**src/rtl/vector_loader.sv**
```systemverilog
// vector_loader: stream-to-vector assembler for the dot-product engine.
// Accepts one (a, b) element pair per cycle on a valid/ready stream and
// packs up to DIM pairs into wide A/B vectors. A finished vector waits in
// the fill buffer ("pending") until the output register is free. It is then
// presented on a valid/ready output together with its element count.
// Short vectors, which end early on InLast, are zero-padded in the upper
// slots.
module vector_loader #(
  parameter  int DIM          = 8,
  parameter  int A_DATA_WIDTH = 32,
  parameter  int B_DATA_WIDTH = 32,
  localparam int CNT_WIDTH    = $clog2(DIM + 1)
) (
  input  logic                          Clock,
  input  logic                          Resetn,
  input  logic                          InValid,
  output logic                          InReady,
  input  logic [A_DATA_WIDTH-1:0]       InA,
  input  logic [B_DATA_WIDTH-1:0]       InB,
  input  logic                          InLast,
  output logic                          OutValid,
  input  logic                          OutReady,
  output logic [DIM*A_DATA_WIDTH-1:0]   A,
  output logic [DIM*B_DATA_WIDTH-1:0]   B,
  output logic [CNT_WIDTH-1:0]          OutCount
);

  // Fill buffer: the vector currently being assembled.
  logic [DIM*A_DATA_WIDTH-1:0] fill_a_q, fill_a_d;
  logic [DIM*B_DATA_WIDTH-1:0] fill_b_q, fill_b_d;
  // Number of slots written so far. Once pending, it holds the final count.
  logic [CNT_WIDTH-1:0]        count_q, count_d;
  logic                        pending_q, pending_d;

  // Output register: the vector pair offered downstream.
  logic [DIM*A_DATA_WIDTH-1:0] a_q, a_d;
  logic [DIM*B_DATA_WIDTH-1:0] b_q, b_d;
  logic [CNT_WIDTH-1:0]        out_count_q, out_count_d;
  logic                        out_valid_q, out_valid_d;

  logic xfer;    // fill buffer moves into the output register this edge
  logic accept;  // an input pair is taken this edge

  // The only full buffer that can block input is a pending fill buffer.
  // That buffer frees up on this edge exactly when the output register
  // frees up, so InReady is driven by OutReady and never by InValid.
  assign InReady = Resetn && (!pending_q || !out_valid_q || OutReady);

  assign OutValid = out_valid_q;
  assign A        = a_q;
  assign B        = b_q;
  assign OutCount = out_count_q;

  // Compute the handshake events for the coming edge.
  always_comb begin
    xfer   = pending_q && (!out_valid_q || OutReady);
    accept = InValid && InReady;
  end

  // Compute the next fill-buffer state. A transfer clears the buffer first,
  // so a pair accepted on the same edge lands in slot 0.
  always_comb begin
    // NOTE: every signal gets a default before any branch assigns it, so no
    // path can leave a value unassigned and no latch is inferred.
    fill_a_d  = xfer ? '0   : fill_a_q;
    fill_b_d  = xfer ? '0   : fill_b_q;
    count_d   = xfer ? '0   : count_q;
    pending_d = xfer ? 1'b0 : pending_q;

    if (accept) begin
      for (int i = 0; i < DIM; i++) begin
        if (count_d == CNT_WIDTH'(i)) begin
          fill_a_d[i*A_DATA_WIDTH +: A_DATA_WIDTH] = InA;
          fill_b_d[i*B_DATA_WIDTH +: B_DATA_WIDTH] = InB;
        end
      end
      // The DIM-th element always closes the vector, whatever InLast says.
      if (InLast || (count_d == CNT_WIDTH'(DIM - 1))) begin
        pending_d = 1'b1;
      end
      count_d = count_d + CNT_WIDTH'(1);
    end
  end

  // Compute the next output-register state. The register loads on a
  // transfer. It drops valid on a plain downstream handshake and otherwise
  // holds its data.
  always_comb begin
    a_d         = a_q;
    b_d         = b_q;
    out_count_d = out_count_q;
    out_valid_d = out_valid_q;

    if (xfer) begin
      a_d         = fill_a_q;
      b_d         = fill_b_q;
      out_count_d = count_q;
      out_valid_d = 1'b1;
    end else if (out_valid_q && OutReady) begin
      out_valid_d = 1'b0;
    end
  end

  // State register with synchronous active-low reset.
  always_ff @(posedge Clock) begin
    // NOTE: state is updated with non-blocking assignments so that all
    // flops sample their _d values from the same moment in the edge.
    if (!Resetn) begin
      // NOTE: the wide fill buffer is reset too, not only the control bits.
      // Zero padding of short vectors depends on unwritten slots starting
      // at zero, so the buffer cannot come out of reset with stale data.
      fill_a_q    <= '0;
      fill_b_q    <= '0;
      count_q     <= '0;
      pending_q   <= 1'b0;
      a_q         <= '0;
      b_q         <= '0;
      out_count_q <= '0;
      out_valid_q <= 1'b0;
    end else begin
      fill_a_q    <= fill_a_d;
      fill_b_q    <= fill_b_d;
      count_q     <= count_d;
      pending_q   <= pending_d;
      a_q         <= a_d;
      b_q         <= b_d;
      out_count_q <= out_count_d;
      out_valid_q <= out_valid_d;
    end
  end

endmodule

```
**config.mk**
```make
export PLATFORM = sky130hd
export DESIGN_NAME = vector_loader
export DESIGN_NICKNAME = d
export VERILOG_FILES = /design/src/rtl/vector_loader.sv
export SDC_FILE = /design/constraint.sdc
export NUM_CORES = 2
export LEC_CHECK = 0
export CORE_UTILIZATION = 55
export CTS_BUF_LIST = sky130_fd_sc_hd__clkbuf_4
export CTS_CLUSTER_DIAMETER = 80
export CTS_CLUSTER_SIZE = 25
export DETAILED_ROUTE_END_ITERATION = 10
export DONT_BUFFER_PORTS = 1
export GPL_ROUTABILITY_DRIVEN = 0
export GPL_TIMING_DRIVEN = 0
export PLACE_DENSITY = 0.68
export SYNTH_ARGS = -nofsm -noshare
export SYNTH_HDL_FRONTEND = slang
export SYNTH_SLANG_ARGS = --single-unit
```
**constraint.sdc**
```tcl
create_clock -name Clock -period 2.1 [get_ports Clock]
set_clock_uncertainty 0.1 [all_clocks]
set_input_delay 0.21 -clock Clock [delete_from_list [all_inputs] [get_ports Clock]]
set_output_delay 0.21 -clock Clock [all_outputs]
set_load 0.05 [all_outputs]
```
==> impl_results.md <==
- Tot GR Track Use: 35.3%
- Detail Route Antenna Nets: 0
- Port Buffers: 0
- Htree depth: 2
- Critical path arrival: 2.01 ns
- CP max FO: 4
- Critical Path RT: 1.79 ns
- Initial antenna violation count: 7
- CTS Buffer Depth: 3
- DPL Wire Length: 85,600 um
- Worst-skew pair later-pin latency: 0.98 ns
- Top Family by Delay on Critical Path: flip-flops
- Post-synth top area share: 59.7%
- Levels on crit path: 2
- Commonest non-fill, non-tap cell in the layout: nand2_1
- CTS buffer count: 48
- Top-Level Pins: 587
- Per-cell routed wire length: 23.9 um
- Sequential area share after synthesis: 59.7%
- Syn_area_per_cell: 8.83 um2
- Dpl cell area: 35,700 um2
- Max-cap viol count: 0
- CTS sink count: 1,034
- WHS Path Cells: 5
- Post-Syn Instances: 3,928
- Drt pass-1 iters: 6
- Syn_nets: 3,997
- Min cycle time layout: 2.32 ns
- PD cells: 768 nW/um2
- Outcome: complete, but fails checks
- Row Count: 91
- CP Launch Type: flop
- Detailed router's first-iteration violation count: 2,571
- Worst min path class: primary input to flop
- CP cell instances: nor2b_4, a21oi_4
- Root Buffer: clkbuf_4
- Crit end category: output port
- GR met3 Demand/Resource: 11.3%
- WS Path Type: flop to output port
- Gr busiest metal: met2
- DRC Markers: 0
- Starting density of the core: 56.0%
- Worst slew pin tran: 1.01 ns
- Share of cells above drive strength 1: 11.0%
- Layout fillers: 5,790
- Post-synthesis cell type count: 32
- Register clock-pin slew on the reported worst setup and hold paths: 0.25 ns
- Slowest-stage cell, CP: dfxtp_4
- Final Total Pwr: 28.8 mW
- GRT met2 Usage: 56.0%
- Ys flop type: dfxtp_1
- Final design instance area without fill: 37,400 um2
- Worst Setup SP: OutValid
- Max-slew violation count: 0
- Commonest non-fill, non-tap cells in the layout: nand2_1 (1,101), dfxtp_1 (937), a21oi_1 (519)
- Post-synth ARST share: 0%
- Largest net degree at the start of global routing: 26
- Total gr overflow: 0
- Peak supply drop: 0.000586 V
- Vias in the first global route: 26,632
- Hold_sp: OutReady
- Max frequency: 431 MHz
- Core Area: 61,900 um2
- R2R cell count: 7
- RSZ-0062 raised after global routing: yes
- Post-synth EDFFs: 0
- Vias after detailed routing: 28,692
- Total Routed Length: 117,000 um
- Rel. slew slack: 32.4%
- Syn-to-layout area delta: 7.92%
- CTS tree: built
- Final WS setup: -0.221 ns
- Vias per std cell: 5.84
- Die height: 253 um
- Leakage: 12.6 nW
- Cell taking the most area after synthesis: dfxtp_1
- Endpoints failing setup: 7
- Number of synthesized register bits: 1,034
- Failing checks: hold timing, setup timing
- Max stage delay on crit path: 0.49 ns
- Hold buffer count at cts: 72
- Die area: 64,000 um2
- M1 GR Usage: 44.8%
- RR Startpoint: OutValid
- TNS Setup: -0.327 ns
- Hold slack: -0.200 ns
- Final Cycle Share: 111%
- First-pass GRT wire length: 170,000 um
- Synth top area cells: dfxtp_1 (60%), nand2_1 (12%), a21oi_1 (7.5%)
- Worst path buffer plus inverter count: 0
- Area of the mapped netlist: 34,700 um2
- Final Hold Violating Endpoints: 75
- Synth warn: 0
- Die X: 253 um
- Final net count: 4,127
-- through the flow --
stage | utilization, % | hold slack (ns) | setup slack (ns) | instances
floorplan | - | 0.272 | 0.186 | 3928
global placement | 57.7 | 0.337 | -0.956 | 4765
detailed placement | 57.7 | 0.342 | -1.00 | 4765
CTS | 60.0 | -0.277 | -0.273 | 4899
global route | 60.4 | -0.212 | -0.281 | 4905
finish | 60.4 | -0.200 | -0.221 | 4910
-- final timing paths --
kind             end  slack, ns
max          InReady      -0.22
min           B[255]      -0.20
max reg2reg   A[186]      -0.04
min reg2reg    A[94]       0.32
-- power breakdown --
part	switching [mW]	total [mW]	leakage (nW)	internal, mW
combinational	1.38	1.79	3.95	0.411
sequential	0.145	19.9	8.38	19.8
clock	5.86	7.02	0.266	1.15
total	7.38	28.8	12.6	21.4
-- area by class of cell --
type                            instances  area, um2  area share (%)
Buffer                                341       1890            5.04
Tap cell                              837       1050            2.80
Clock buffer                           50        375            1.00
Clock inverter                          9       58.8           0.157
Multi-Input combinational cell       2548      12400            33.1
Sequential cell                      1034      20800            55.7
Inverter                                3       11.3          0.0301
Antenna cell                            6       15.0          0.0401
Timing Repair Buffer                   82        793            2.12
-- Yosys cell counts, drive strengths merged, types with 2 or more instances --
library cell and number:
nand3b 5, o21ai 384, and2 2, a21oi 521, nand3 325, buf 168
clkbuf 175, xor2 2, nor2 3, inv 3, nand4 64, nand2 1102
o2bb2ai 64, nor2b 2, and4b 2, dfxtp 1034, a2bb2o 64
-- worst register-to-register path, cell delays in order, from the launching register on --
cell	delay, ns
dfxtp_4	0.49
nor2b_4	0.17
nor2_2	0.26
buf_6	0.26
buf_4	0.28
buf_4	0.23
nand2_1	0.13
a21oi_1	0.14
-- logic make-up after synthesis --
| logic type | Yosys count | share of synthesized area [%] |
|---|---|---|
| buffers and inverters | 346 | 4.66 |
| AOI/OAI and AO/OA | 1038 | 17.5 |
| xor gates and xnor gates | 2 | 0.0505 |
| DFF | 1034 | 59.7 |
| and+or+nand+nor | 1508 | 18.1 |
-- repair_timing --
item,CTS,global route
setup endpoints to repair,1103,722
resized for setup,168,158
pin swaps,3,3
buffers inserted,4,5
hold endpoints to repair,640,131
cloned,0,1
-- routing by layer --
layer | vias up | share of wire (%)
li1 | 13486 | -
met1 | 13875 | 40
met2 | 1086 | 45
met3 | 243 | 11
met4 | 2 | 3.7
met5 | - | 0.0077
-- registers in the layout, indices dropped and copies added (netlist names) --
| name | cells |
|---|---|
| B | 256 |
| OutValid | 1 |
| A | 256 |
| pending_q | 1 |
| count_q | 4 |
| OutCount | 4 |
| fill_b_q | 256 |
| fill_a_q | 256 |
(Power assumes the default switching activity.)
